--- config.mk ---
export PLATFORM = sky130hd
export DESIGN_NAME = vend_session_ctrl_flat
export DESIGN_NICKNAME = d
export VERILOG_FILES = /design/src/rtl/vend_pkg.sv /design/src/rtl/vend_session_ctrl_if.sv /design/src/rtl/vend_timeout_timer.sv /design/src/rtl/vend_session_ctrl.sv /design/src/flat_wrapper.sv
export SDC_FILE = /design/constraint.sdc
export NUM_CORES = 1
export LEC_CHECK = 0
export CORE_MARGIN = 8
export CORE_UTILIZATION = 44
export DETAILED_ROUTE_END_ITERATION = 6
export PLACE_DENSITY = 0.8
export SYNTH_ARGS = -nofsm -noshare
export SYNTH_HDL_FRONTEND = slang
export SYNTH_HIERARCHICAL = 1
export SYNTH_SLANG_ARGS = --single-unit
--- constraint.sdc ---
create_clock -name clk -period 2.18 [get_ports clk]
set_clock_uncertainty 0.05 [all_clocks]
set_input_delay 0.654 -clock clk [delete_from_list [all_inputs] [get_ports clk]]
set_output_delay 0.654 -clock clk [all_outputs]
set_load 0.03 [all_outputs]
--- src/rtl/vend_pkg.sv ---
// -----------------------------------------------------------------------------
// vend_pkg
// Shared types and widths for the customer-session sequencer in front of the
// vending core.
//   CREDIT_W     : width of credit, coin values, money and change (core width)
//   CODE_W       : width of the product code
//   NUM_PRODUCTS : number of real products; codes at or above it are passed to
//                  the core untouched and come back as out-of-stock
//   vend_state_e : session state, also exported on the debug port
// -----------------------------------------------------------------------------
package vend_pkg;

    localparam int CREDIT_W     = 4;
    localparam int CODE_W       = 3;
    localparam int NUM_PRODUCTS = 6;

    typedef enum logic [2:0] {
        ST_IDLE   = 3'd0,  // no credit held
        ST_CREDIT = 3'd1,  // credit held, waiting for the customer
        ST_ISSUE  = 3'd2,  // request presented to the core
        ST_WAIT   = 3'd3,  // core result sampled
        ST_REFUND = 3'd4   // coins returned
    } vend_state_e;

    // States in which the customer cannot interact with the session.
    function automatic logic is_busy_state(vend_state_e s);
        return (s == ST_ISSUE) || (s == ST_WAIT) || (s == ST_REFUND);
    endfunction

endpackage

--- src/rtl/vend_session_ctrl_if.sv ---
// -----------------------------------------------------------------------------
// vend_session_ctrl_if
// Bus between the session sequencer (master) and the vending core (slave).
//   core_money    : master -> core, money presented; 0 means "no request"
//   core_code     : master -> core, product code
//   core_dispense : core -> master, registered dispense flag
//   core_change   : core -> master, registered change amount
//   core_oos      : core -> master, registered out-of-stock flag
//
// Request semantics: a request is exactly the one cycle in which core_money is
// non-zero; there is no ready/back-pressure, the core always samples. The core
// answers on its registered outputs in the following cycle, and only that
// cycle's values belong to the request. With core_money at 0 the core takes no
// action, so stock never moves outside an issued request.
// -----------------------------------------------------------------------------
interface vend_session_ctrl_if;
    import vend_pkg::*;

    logic [CREDIT_W-1:0] core_money;
    logic [CODE_W-1:0]   core_code;
    logic                core_dispense;
    logic [CREDIT_W-1:0] core_change;
    logic                core_oos;

    modport master (
        output core_money,
        output core_code,
        input  core_dispense,
        input  core_change,
        input  core_oos
    );

    modport slave (
        input  core_money,
        input  core_code,
        output core_dispense,
        output core_change,
        output core_oos
    );

endinterface

--- src/rtl/vend_timeout_timer.sv ---
// -----------------------------------------------------------------------------
// vend_timeout_timer
// Inactivity counter for a session holding credit.
//   clk, reset : clock, asynchronous active-high reset
//   clear      : force count to 0 (has priority over enable)
//   enable     : count one per cycle
//   tc         : terminal count, high while count == TIMEOUT_CYCLES-1
// The count holds at the terminal value; the owner leaves the counting state
// or clears the timer in that cycle.
// -----------------------------------------------------------------------------
module vend_timeout_timer #(
    parameter int TIMEOUT_CYCLES = 1000
) (
    input  logic clk,
    input  logic reset,
    input  logic clear,
    input  logic enable,
    output logic tc
);

    localparam int CNT_W = (TIMEOUT_CYCLES > 2) ? $clog2(TIMEOUT_CYCLES) : 1;
    localparam logic [CNT_W-1:0] CNT_LAST = CNT_W'(TIMEOUT_CYCLES - 1);

    logic [CNT_W-1:0] count_q;
    logic [CNT_W-1:0] count_d;

    assign tc = (count_q == CNT_LAST);

    always_comb begin
        count_d = count_q;
        if (clear) begin
            count_d = '0;
        end else if (enable && !tc) begin
            count_d = count_q + CNT_W'(1);
        end
    end

    always_ff @(posedge clk or posedge reset) begin
        if (reset) begin
            count_q <= '0;
        end else begin
            count_q <= count_d;
        end
    end

endmodule

--- src/rtl/vend_session_ctrl.sv ---
// -----------------------------------------------------------------------------
// vend_session_ctrl
// Customer-session sequencer in front of the vending core: accumulates coin
// credit, latches the selection, issues a one-cycle request to the core,
// samples its registered result and reports the outcome, returning change or
// refunding on cancel / inactivity timeout.
//   clk, reset         : clock, asynchronous active-high reset
//   coin_valid/value   : one-cycle coin strobe and value
//   sel_valid/code     : one-cycle product select strobe and code
//   cancel             : one-cycle refund request
//   core               : bus to the vending core (master side)
//   credit             : current credit
//   busy               : high in ISSUE, WAIT, REFUND
//   vend_done          : strobe, product dispensed
//   vend_fail          : strobe, out of stock / bad code / short credit
//   refund_valid/amount: strobe with coins returned (amount 0 otherwise)
//   coin_reject        : strobe, coin not accepted
//   state_dbg          : current session state
// All outputs are registered. Credit held when reset hits is lost.
// -----------------------------------------------------------------------------
module vend_session_ctrl
    import vend_pkg::*;
#(
    parameter int TIMEOUT_CYCLES = 1000,
    parameter int CREDIT_MAX     = 15
) (
    input  logic                 clk,
    input  logic                 reset,
    input  logic                 coin_valid,
    input  logic [CREDIT_W-1:0]  coin_value,
    input  logic                 sel_valid,
    input  logic [CODE_W-1:0]    sel_code,
    input  logic                 cancel,
    vend_session_ctrl_if.master  core,
    output logic [CREDIT_W-1:0]  credit,
    output logic                 busy,
    output logic                 vend_done,
    output logic                 vend_fail,
    output logic                 refund_valid,
    output logic [CREDIT_W-1:0]  refund_amount,
    output logic                 coin_reject,
    output vend_state_e          state_dbg
);

    localparam logic [CREDIT_W:0] SUM_MAX = (CREDIT_W + 1)'(CREDIT_MAX);

    vend_state_e         state_q,         state_d;
    logic [CREDIT_W-1:0] credit_q,        credit_d;
    logic [CODE_W-1:0]   code_q,          code_d;
    logic [CREDIT_W-1:0] core_money_q,    core_money_d;
    logic                busy_q,          busy_d;
    logic                vend_done_q,     vend_done_d;
    logic                vend_fail_q,     vend_fail_d;
    logic                refund_valid_q,  refund_valid_d;
    logic [CREDIT_W-1:0] refund_amount_q, refund_amount_d;
    logic                coin_reject_q,   coin_reject_d;

    logic [CREDIT_W:0]   coin_sum;
    logic                coin_fits;
    logic                timer_clear;
    logic                timer_en;
    logic                timer_tc;

    // One extra bit so an overflowing coin is seen rather than wrapping.
    assign coin_sum  = {1'b0, credit_q} + {1'b0, coin_value};
    assign coin_fits = (coin_sum <= SUM_MAX);

    vend_timeout_timer #(
        .TIMEOUT_CYCLES (TIMEOUT_CYCLES)
    ) u_timer (
        .clk    (clk),
        .reset  (reset),
        .clear  (timer_clear),
        .enable (timer_en),
        .tc     (timer_tc)
    );

    always_comb begin
        state_d         = state_q;
        credit_d        = credit_q;
        code_d          = code_q;
        core_money_d    = '0;
        vend_done_d     = 1'b0;
        vend_fail_d     = 1'b0;
        refund_valid_d  = 1'b0;
        refund_amount_d = '0;
        coin_reject_d   = 1'b0;
        // The timer only runs while credit waits on the customer.
        timer_clear     = 1'b1;
        timer_en        = 1'b0;

        unique case (state_q)
            ST_IDLE: begin
                // sel_valid and cancel mean nothing without credit.
                if (coin_valid) begin
                    if (coin_fits) begin
                        credit_d = coin_sum[CREDIT_W-1:0];
                        // A zero-value coin is a no-op; stay without credit.
                        if (coin_sum != '0) begin
                            state_d = ST_CREDIT;
                        end
                    end else begin
                        coin_reject_d = 1'b1;
                    end
                end
            end

            ST_CREDIT: begin
                timer_clear = 1'b0;
                timer_en    = 1'b1;
                if (cancel) begin
                    state_d         = ST_REFUND;
                    refund_valid_d  = 1'b1;
                    refund_amount_d = credit_q;
                    coin_reject_d   = coin_valid;
                end else if (sel_valid) begin
                    state_d       = ST_ISSUE;
                    code_d        = sel_code;
                    core_money_d  = credit_q;
                    coin_reject_d = coin_valid;
                    timer_clear   = 1'b1;
                end else if (coin_valid && coin_fits) begin
                    credit_d    = coin_sum[CREDIT_W-1:0];
                    timer_clear = 1'b1;
                end else begin
                    // A rejected coin is not activity; the timeout still runs.
                    coin_reject_d = coin_valid;
                    if (timer_tc) begin
                        state_d         = ST_REFUND;
                        refund_valid_d  = 1'b1;
                        refund_amount_d = credit_q;
                    end
                end
            end

            ST_ISSUE: begin
                // Request is live this cycle only; money returns to 0 next.
                coin_reject_d = coin_valid;
                state_d       = ST_WAIT;
            end

            ST_WAIT: begin
                coin_reject_d = coin_valid;
                if (core.core_dispense) begin
                    vend_done_d = 1'b1;
                    credit_d    = '0;
                    state_d     = ST_IDLE;
                    if (core.core_change != '0) begin
                        refund_valid_d  = 1'b1;
                        refund_amount_d = core.core_change;
                    end
                end else if (core.core_oos || !core.core_dispense) begin
                    // Out of stock, invalid code, or a silent core (short
                    // credit): keep the credit and hand control back.
                    vend_fail_d = 1'b1;
                    state_d     = ST_CREDIT;
                end
            end

            ST_REFUND: begin
                coin_reject_d = coin_valid;
                credit_d      = '0;
                state_d       = ST_IDLE;
            end

            default: begin
                state_d  = ST_IDLE;
                credit_d = '0;
            end
        endcase

        busy_d = is_busy_state(state_d);
    end

    always_ff @(posedge clk or posedge reset) begin
        if (reset) begin
            state_q         <= ST_IDLE;
            credit_q        <= '0;
            code_q          <= '0;
            core_money_q    <= '0;
            busy_q          <= 1'b0;
            vend_done_q     <= 1'b0;
            vend_fail_q     <= 1'b0;
            refund_valid_q  <= 1'b0;
            refund_amount_q <= '0;
            coin_reject_q   <= 1'b0;
        end else begin
            state_q         <= state_d;
            credit_q        <= credit_d;
            code_q          <= code_d;
            core_money_q    <= core_money_d;
            busy_q          <= busy_d;
            vend_done_q     <= vend_done_d;
            vend_fail_q     <= vend_fail_d;
            refund_valid_q  <= refund_valid_d;
            refund_amount_q <= refund_amount_d;
            coin_reject_q   <= coin_reject_d;
        end
    end

    assign core.core_money = core_money_q;
    assign core.core_code  = code_q;
    assign credit          = credit_q;
    assign busy            = busy_q;
    assign vend_done       = vend_done_q;
    assign vend_fail       = vend_fail_q;
    assign refund_valid    = refund_valid_q;
    assign refund_amount   = refund_amount_q;
    assign coin_reject     = coin_reject_q;
    assign state_dbg       = state_q;

endmodule

--- src/flat_wrapper.sv ---
// flat-port wrapper written by rule: the top's interface ports become plain ports
module vend_session_ctrl_flat import vend_pkg::*;
#(
    parameter int TIMEOUT_CYCLES = 1000,
    parameter int CREDIT_MAX     = 15
)
  (clk, reset, coin_valid, coin_value, sel_valid, sel_code, cancel, credit, busy, vend_done, vend_fail, refund_valid, refund_amount, coin_reject, state_dbg, core_core_money, core_core_code, core_core_dispense, core_core_change, core_core_oos);
  vend_session_ctrl_if core_i ();
  input  logic clk;
  input  logic reset;
  input  logic coin_valid;
  input  logic [CREDIT_W-1:0] coin_value;
  input  logic sel_valid;
  input  logic [CODE_W-1:0] sel_code;
  input  logic cancel;
  output logic [CREDIT_W-1:0] credit;
  output logic busy;
  output logic vend_done;
  output logic vend_fail;
  output logic refund_valid;
  output logic [CREDIT_W-1:0] refund_amount;
  output logic coin_reject;
  output vend_state_e state_dbg;
  output wire logic [$bits(core_i.core_money)-1:0] core_core_money;
  output wire logic [$bits(core_i.core_code)-1:0] core_core_code;
  input wire logic [$bits(core_i.core_dispense)-1:0] core_core_dispense;
  input wire logic [$bits(core_i.core_change)-1:0] core_core_change;
  input wire logic [$bits(core_i.core_oos)-1:0] core_core_oos;
  assign core_core_money = core_i.core_money;
  assign core_core_code = core_i.core_code;
  assign core_i.core_dispense = core_core_dispense;
  assign core_i.core_change = core_core_change;
  assign core_i.core_oos = core_core_oos;
  vend_session_ctrl #(.TIMEOUT_CYCLES(TIMEOUT_CYCLES), .CREDIT_MAX(CREDIT_MAX)) u_core (.clk(clk), .reset(reset), .coin_valid(coin_valid), .coin_value(coin_value), .sel_valid(sel_valid), .sel_code(sel_code), .cancel(cancel), .core(core_i), .credit(credit), .busy(busy), .vend_done(vend_done), .vend_fail(vend_fail), .refund_valid(refund_valid), .refund_amount(refund_amount), .coin_reject(coin_reject), .state_dbg(state_dbg));
endmodule
Word-level counts from Yosys, hierarchy flattened. Cells that the tools add are included.

Register bits after elaboration: 33. Output and inout port bits: 23. Input port bits: 18. Word-level logic and storage cells: 96.

Magnitude comparators: 1. Reductions and logical operators: 14. Eq/ne operators: 14. Mux-type cells: 52. Bitwise operators: 2. $add $sub $neg: 2.

Operators with widths (number): 2-to-1 mux 4 bit (15); 2-to-1 mux 3 bit (9); 2-to-1 mux 1 bit (21); 2-to-1 mux 10 bit (2); one-hot mux 4 bit (4 select lines) (1); == test 3 x 2 -> 1 bit, second input constant (4); one-hot mux 3 bit (4 select lines) (1); adder 10 x 1 -> 10 bit, second input constant (1); == test 10 bit, second input constant (1); != test 2 bit, second input constant (4); one-hot mux 4 bit (2 select lines) (1); AND reduction 7 bit (1); == test 3 bit, second input constant (2); adder 4 x 4 -> 5 bit (1); less-or-equal comparator 5 x 4 -> 1 bit, second input constant (1); nonzero test 5 bit (1); != test 2 x 1 -> 1 bit, second input constant (2); nonzero test 4 bit (1); == test 3 x 1 -> 1 bit, second input constant (1); logical NOT 3 bit (1); logical OR 1 bit (3); one-hot mux 1 bit (3 select lines) (1); AND reduction 3 bit (1); OR reduction 3 bit (1); other kinds (5) (8).

Logic depth before layout (Yosys ltp). Gate-level depths: netlist of run 1.

Word-level depth: 10. Depth in mapped cells: 9.

Cells and area by module. The synthesis of run 1 kept the hierarchy.

Modules (own cells, without submodules): vend_session_ctrl (area an instance 1139.8 um^2, instances 1, cells an instance 100, sequential area each 575.6 um^2); vend_timeout_timer (area an instance 559.3 um^2, instances 1, cells an instance 59, sequential area each 250.2 um^2).

Least setup slack after synthesis of run 1. OpenSTA, ideal clock, no wires.

Path type: input to register. From: in coin_value[0]. To: reg u_core.u_timer.count_q[0]. Setup slack: -268 ps. Data required time: 1991 ps. Arrival: 2258 ps. Stages: 9. Cells stage by stage: ha_1 > fa_1 > nand3_1 > a31oi_1 > o21ai_0 > clkbuf_1 > nor2_1 > o211ai_1 > o2111ai_1.

Cells in the longest elaborated chain, start to end: 8. Elaborated cells between the ends (all ways): 9. Those cells by class: add/sub (1); order compare (1); mux (5); reduce/logical (2).

Ends and longest elaborated chain: start: declaration (line flat_wrapper.sv:12) `input logic [CREDIT_W-1:0] coin_value;`; adder 4 x 4 -> 5 bit * (line vend_session_ctrl.sv:65) `assign coin_sum = {1'b0, credit_q} + {1'b0, coin_value};`; less-or-equal comparator 5 x 4 -> 1 bit * (line vend_session_ctrl.sv:66) `assign coin_fits = (coin_sum <= SUM_MAX);`; logical AND 1 bit * (line vend_session_ctrl.sv:122) `end else if (coin_valid && coin_fits) begin`; 2-to-1 mux 1 bit * (line vend_session_ctrl.sv:122); 2-to-1 mux 1 bit * (line vend_session_ctrl.sv:116) `end else if (sel_valid) begin`; 2-to-1 mux 1 bit * (line vend_session_ctrl.sv:111) `if (cancel) begin`; 2-to-1 mux 1 bit * (line vend_session_ctrl.sv:92) `unique case (state_q)`; named net u_core.timer_clear (line vend_session_ctrl.sv:60) `logic timer_clear;`; 2-to-1 mux 10 bit or nonzero test 2 bit (tied branches); end signal: assignment (line vend_timeout_timer.sv:42) `count_q <= count_d;`; end: declaration (line vend_timeout_timer.sv:24) `logic [CNT_W-1:0] count_q;`.

The timed path passes the listed nets; every way through them passes the cells marked *. A chain may end at the register's enable or synchronous reset.

Worst setup path in the final report of run 1.
From: in coin_value[0]. To: reg u_core.credit_q[2], in the netlist u_core/credit[2].

Cells in the longest elaborated chain, start to end: 5. Elaborated cells between the ends (all ways): 12. Those cells by class: add/sub (1); order compare (1); eq/ne (2); mux (6); reduce/logical (2).

Ends and longest elaborated chain: adder 4 x 4 -> 5 bit * (line vend_session_ctrl.sv:65); less-or-equal comparator 5 x 4 -> 1 bit or 2-to-1 mux 4 bit (tied branches) (line vend_session_ctrl.sv:66, vend_session_ctrl.sv:122); logical AND 1 bit or 2-to-1 mux 4 bit (tied branches) (line vend_session_ctrl.sv:122, vend_session_ctrl.sv:116); != test 2 x 1 -> 1 bit (no source line) or 2-to-1 mux 4 bit (tied branches); AND reduction 7 bit (no source line) or one-hot mux 4 bit (4 select lines) (tied branches); end signal: assignment (line vend_session_ctrl.sv:189) `credit_q <= credit_d;`; end: declaration (line vend_session_ctrl.sv:48) `logic [CREDIT_W-1:0] credit_q, credit_d;`.

Mark *: on every way between the ends. The rest lies on a longest branch, timed or not. The select of a mux whose other input is x is not followed.

==> results of run 1 <==
==> cell families after synthesis <==
group | count (synthesis) | synth area share, %
simple gates | 59 | 20.3
compound gates | 39 | 16.1
fa+ha+maj | 6 | 4.86
buf+inv | 13 | 4.05
xor+xnor | 2 | 1.03
mux | 7 | 5.15
flops | 33 | 48.6
==> flip-flops by register name, summed over array words and instances (netlist names) <==
register,cells
u_core/core.core_code,3
u_core/refund_amount,4
u_core/coin_reject,1
u_core/refund_valid,1
u_core/busy,1
u_core/core.core_money,4
u_core/state_dbg,3
u_core/vend_fail,1
u_core/u_timer/count_q,10
u_core/vend_done,1
u_core/credit,4
==> path summary, 6_finish.rpt <==
path / to / start / depth (start not counted)
min in group asynchronous: u_core/u_timer/count_q[1]$_DFFE_PP0P_ / reset / 2
min: u_core/core.core_code[0]$_DFFE_PP0P_ / u_core/core.core_code[0]$_DFFE_PP0P_ / 1
min reg2reg: u_core/core.core_code[0]$_DFFE_PP0P_ / u_core/core.core_code[0]$_DFFE_PP0P_ / 1
max: u_core/credit[2]$_DFFE_PP0P_ / coin_value[0] / 8
max in group asynchronous: u_core/u_timer/count_q[0]$_DFFE_PP0P_ / reset / 2
max reg2reg: u_core/credit[2]$_DFFE_PP0P_ / u_core/credit[0]$_DFFE_PP0P_ / 7
==> power groups by stage <==
stage / Combinational, mW / Clock, mW / Sequential [mW]
floorplan: 0.694 / 0 / 1.13
global placement: 1.56 / 0 / 0.841
detailed placement: 1.61 / 0 / 0.855
CTS: 1.70 / 0.599 / 0.858
global route: 1.94 / 0.648 / 0.875
finish: 1.83 / 0.598 / 0.856
==> synth_stat cells (2+ instances only) <==
master     instances  share of area, %
nand2_1           12               2.7
or3_1              2              0.74
o211ai_1           2              0.88
o31ai_1            6               2.7
nor3_1             6               1.8
inv_1              8               1.8
nand3_1            6               1.8
nand3b_1           2              0.88
mux2_2             2               1.3
a31oi_1            2              0.74
nand2b_1           3               1.1
or4_1              6               2.7
a22o_1             2               1.0
a21oi_1            7               2.1
buf_6              2               1.3
o21ai_0            8               2.4
dfrtp_1           33                49
and3_2             2              0.88
nor2_1             7               1.5
mux2_4             3               2.7
ha_1               5               3.7
mux2i_1            2               1.2
o2111ai_1          2               1.0
nand4_1            3               1.1
or3b_4             2               1.3
o21ai_2            2               1.0
==> repair_timing <==
action	4_1_cts	5_1_grt
buffers inserted	4	3
hold buffers	0	0
setup endpoints to repair	22	10
gates resized for setup	26	12
pin swaps	9	9
==> cell type report <==
type                            instances  area (µm²)  share of cell area (%)
Clock inverter                          1        30.0                    1.17
Tap cell                               48        60.1                    2.33
Clock buffer                            7        86.3                    3.36
Multi-Input combinational cell        113         907                    35.3
Sequential cell                        33         827                    32.1
Inverter                                8        33.8                    1.31
Timing Repair Buffer                   71         628                    24.4
==> routing by layer <==
layer / vias to the layer above / share of wire, %
met1: 784 / 41
met5: - / 0
met2: 76 / 49
li1: 741 / -
met4: 0 / 1.6
met3: 10 / 8.2
==> flow_metrics.tcl, run 1 <==
set metrics [dict create \
    synthFlopType "dfrtp_1" \
    min_period_ns 2.16 \
    grtUsageMet2_pct 25.4 \
    maximum_clock_path_buffer_count 2 \
    hold_slack_ns 0.465 \
    crit_buf_inv 2 \
    final_cell_mix "dfrtp_1, buf_4, clkdlybuf4s50_1" \
    place_inst 266 \
    cts_htree_levels 2 \
    wire_per_inst_um 17.8 \
    drv.max_cap_violation_count 0 \
    clk_latency_ns 0.29 \
    grt_antenna_before_repair 0 \
    gr-max-usage-layer "met2" \
    fp.dieW_um 78.1 \
    placement.io_buffers 39 \
    comb_power_share_pct 55.7 \
    max_freq_mhz 463 \
    setup_viol 0 \
    timing.final.crit_share_pct 99.2 \
    cts_buffers 5 \
    postLayoutSetupSlackWorst_ns 0.0179 \
    cell_area_power_density_mw_per_mm2 1280 \
    cp_slowest_stage_delay_ns 0.41 \
    most_common_cell_after_layout_fill_and_taps_aside "dfrtp_1" \
    status "finished clean" \
    dp.final_hpwl_um 3490 \
    worstSetupEndpointType "register" \
    utilization_pct 69.7 \
    grt_pass1_wl_um 7910 \
    layout.cell_area.non_filler_mm2 0.00257 \
    drc 0 \
    total_wire_length_um 5010 \
    globalRouteMet1Util_pct 18.4 \
    hold_viol_final 0 \
    synth_seq_area_share_pct 48.6 \
    crit_path_start_kind "input port" \
    peakVddDrop_mv 0.819 \
    detailedPlace.worstSlack_ns -0.663 \
    placement_rows 22 \
    relSlewSlack_pct 73.8 \
    die_y_um 78.1 \
    cellInternalPower_mw 1.99 \
    tritoncts_clock_tree "built" \
    drt_first_pass_iters 4 \
    track_usage_pct 16.0 \
    mappedNetlistNets 183 \
    postSynthAreaPerCell_um2 10.7 \
    switchingPower_mw 1.29 \
    area_delta_synth_final_pct 51.4 \
    ys_async_sr_fraction_pct 100 \
    totalPowerFinal_mw 3.28 \
    routabilityCongestion 0.854 \
    grt_max_degree 24 \
    post_synth_inst_count 159 \
    rsz0062_at_grt "yes" \
    p_leak_nw 1.16 \
    tritoncts_num_sinks 33 \
    via_count 1611 \
    initialDrtViolationCount 165 \
    cp.required_ns 2.31 \
    setup-tns-final_ns 0 \
    route.detailed.vias_per_inst 5.73 \
    switching_share_pct 39.3 \
    cp_top_family "adder cells" \
    timing.setup.critical_path_class "in2reg" \
    cp_data_arrival_time_ns 2.29 \
    antenna_cells_inserted 0 \
    placed_cell_area_mm2 0.00232 \
    standard_cell_core_area_mm2 0.00369 \
    use_met3_pct 6.38 \
    synth-edff-count 0 \
    cp_cell_sequence "buf_6, ha_4, fa_2, nand3_4, buf_4, nand3_1, o21ai_2, mux2_2" \
    min-delay-path-class "reg2reg" \
    slowest_stage "fa_2" \
    post_layout_nonfiller_instances 281 \
    pwr-share-seq_pct 26.1 \
    synth.lib_cells_used.distinct 48 \
    crit_fanout 3 \
    ff2ff_setup_slack_ns 0.03 \
    dieArea_mm2 0.00611 \
    number_of_global_route_vias_before_repair 1653 \
    drive_gt1_share_pct 31.3 \
    synth.ff_latch_count 33 \
    worst_pin_slew_ns 0.392 \
    root_cell_of_the_clock_tree "clkbuf_8" \
    initial_utilization_pct 46.1 \
    design.final.nets 256 \
    yosys_warnings 6 \
    power.share.clock_pct 18.2 \
    antenna_violating_nets_post_route 0 \
    globalRouteOverflowTotal 0 \
    clkSlewWorstSetupHoldPaths_ns 0.07 \
    final.fill_count 251 \
    finalMaxSlewViolations 0 \
    ios 41 \
    syn-cell-area_mm2 0.00170 \
]
(Power assumes the default switching activity.)
==> run 2: changes to the inputs <==
Settings changed: REMOVE_ABC_BUFFERS set to 1.
==> flow_metrics.tcl, run 2 (same netlist as run 1, synthesis figures left out) <==
set metrics [dict create \
    cell_area_power_density_mw_per_mm2 1240 \
    crit_path_start_kind "input port" \
    setup_viol 0 \
    maximum_clock_path_buffer_count 2 \
    most_common_cell_after_layout_fill_and_taps_aside "dfrtp_1" \
    initial_utilization_pct 46.1 \
    design.final.nets 256 \
    drv.max_cap_violation_count 0 \
    switchingPower_mw 1.26 \
    crit_fanout 3 \
    comb_power_share_pct 56.9 \
    clkSlewWorstSetupHoldPaths_ns 0.07 \
    area_delta_synth_final_pct 50.1 \
    cp.required_ns 2.33 \
    largest_register_ffs 10 \
    standard_cell_core_area_mm2 0.00369 \
    antenna_violating_nets_post_route 0 \
    tritoncts_clock_tree "built" \
    min-delay-path-class "reg2reg" \
    timing.final.crit_share_pct 99.7 \
    max_freq_mhz 460 \
    worstHoldStart "u_core/core.core_code[0]$_DFFE_PP0P_" \
    grt_max_degree 21 \
    hold_viol_final 0 \
    tritoncts_num_sinks 33 \
    wire_per_inst_um 16.9 \
    drc 0 \
    seqCellArea_um2 826 \
    postLayoutSetupSlackWorst_ns 0.00610 \
    min_delay_worst_endpoint "u_core/core.core_code[0]$_DFFE_PP0P_" \
    route.detailed.vias_per_inst 5.68 \
    switching_share_pct 39.7 \
    status "finished clean" \
    final_cell_mix "dfrtp_1, clkdlybuf4s50_1, buf_4" \
    clk_latency_ns 0.29 \
    dp.final_hpwl_um 3280 \
    totalPowerFinal_mw 3.17 \
    timing.setup.critical_path_class "in2reg" \
    hold_depth 1 \
    detailedPlace.worstSlack_ns -0.703 \
    cp_data_arrival_time_ns 2.32 \
    cts_htree_levels 2 \
    worstSetupEndpointType "register" \
    crit-reg2reg-capture "u_core/refund_amount[0]$_DFF_PP0_" \
    min_period_ns 2.17 \
    ff2ff_setup_slack_ns 0.07 \
    p_leak_nw 1.16 \
    grt_pass1_wl_um 7820 \
    die_y_um 78.1 \
    grt_antenna_before_repair 0 \
    ios 41 \
    worst_pin_slew_ns 0.395 \
    number_of_global_route_vias_before_repair 1575 \
    final.fill_count 272 \
    power.share.clock_pct 15.8 \
    via_count 1595 \
    fp.dieW_um 78.1 \
    relSlewSlack_pct 73.6 \
    pwr-share-seq_pct 27.3 \
    drive_gt1_share_pct 30.5 \
    reg2reg_from "u_core/u_timer/count_q[0]$_DFFE_PP0P_" \
    placement_rows 22 \
    cts_buffers 5 \
    dieArea_mm2 0.00611 \
    cellInternalPower_mw 1.91 \
    initialDrtViolationCount 84 \
    globalRouteOverflowTotal 0 \
    root_cell_of_the_clock_tree "clkbuf_8" \
    rsz0062_at_grt "yes" \
    area_taken_by_multi_input_logic_gates_um2 900 \
    placement.io_buffers 39 \
    registers.top_by_ff_count "u_core/u_timer/count_q" \
    track_usage_pct 15.9 \
    hold_slack_ns 0.463 \
    routabilityCongestion 0.830 \
    drt_first_pass_iters 4 \
    antenna_cells_inserted 0 \
    reg2regPathDepth 8 \
    peakVddDrop_mv 0.745 \
    finalMaxSlewViolations 0 \
    total_wire_length_um 4740 \
]
run 2: cell types whose count changed in the layout (fill, tap and decap cells not counted), sizes merged:
cell | previous run | this run
buf | 36 | 33
bufinv | 1 | 0
clkbuf | 7 | 8
clkdlybuf4s15 | 1 | 0
clkdlybuf4s50 | 28 | 30
clkinv | 0 | 1
clkinvlp | 1 | 0
dlygate4sd2 | 4 | 5
inv | 7 | 8
run 2: timing repair:
action	4_1_cts	5_1_grt
hold buffers	0	0
hold endpoints to repair	0	0
pin swaps	10	7
endpoints found under the setup margin	23	11
buffers inserted	5	2
gates resized for setup	25	8
run 2: worst max-delay path: stages:
cell	delay, ns
dlygate4sd2_1	0.27
ha_4	0.30
nand3_2	0.09
a31oi_1	0.17
o21ai_2	0.09
buf_4	0.14
nand2b_4	0.13
or4_1	0.39
o2111ai_1	0.09
run 2: final cells by class:
cell class	count	area share [%]
multi-input cells	113	35.3
flip-flops and latches	33	32.4
repair buffers	71	24.8
clock buffers	7	3.78
well taps	48	2.36
inverters	8	1.18
clock inverters	1	0.196
run 2: metrics by stage:
step / area [µm²] / utilization, % / setup TNS, ns / std cells
floorplan: 1660 / - / -3.17 / 154
global placement: 2310 / 62.5 / -10.53 / 267
detailed placement: 2310 / 62.5 / -10.81 / 267
CTS: 2520 / 68.2 / 0 / 279
global route: 2550 / 69.1 / -0.175 / 281
finish: 2550 / 69.1 / 0 / 281
run 2: how the worst max path moves through the flow:
stage	slack (ns)	to	from	cells past startpoint
after CTS	0.003	u_core/state_dbg[0]$_DFF_PP0_	coin_value[0]	7
after floorplan	-0.51	u_core/u_timer/count_q[0]$_DFFE_PP0P_	coin_value[0]	8
after global placement	-0.67	u_core/u_timer/count_q[0]$_DFFE_PP0P_	coin_value[0]	10
final	0.006	u_core/u_timer/count_q[0]$_DFFE_PP0P_	coin_value[3]	9
after detailed placement	-0.70	u_core/u_timer/count_q[0]$_DFFE_PP0P_	coin_value[0]	10
after global routing	-0.07	u_core/u_timer/count_q[0]$_DFFE_PP0P_	coin_value[3]	9
run 2: metal layers:
layer  global-route usage, %  vias to the layer above  part of all wire (%)
li1                        -                      740                     -
met2                    25.3                       61                    48
met3                    5.58                       12                   7.5
met1                    18.6                      782                    42
met4                    8.33                        0                   2.4
met5                       0                        -                     0
run 2: power groups by stage:
| stage | clock network, mW | registers, mW | logic (mW) |
|---|---|---|---|
| floorplan | 0 | 1.15 | 0.581 |
| global placement | 0 | 0.852 | 1.54 |
| detailed placement | 0 | 0.858 | 1.57 |
| CTS | 0.507 | 0.865 | 1.71 |
| global route | 0.533 | 0.883 | 1.92 |
| finish | 0.501 | 0.866 | 1.80 |
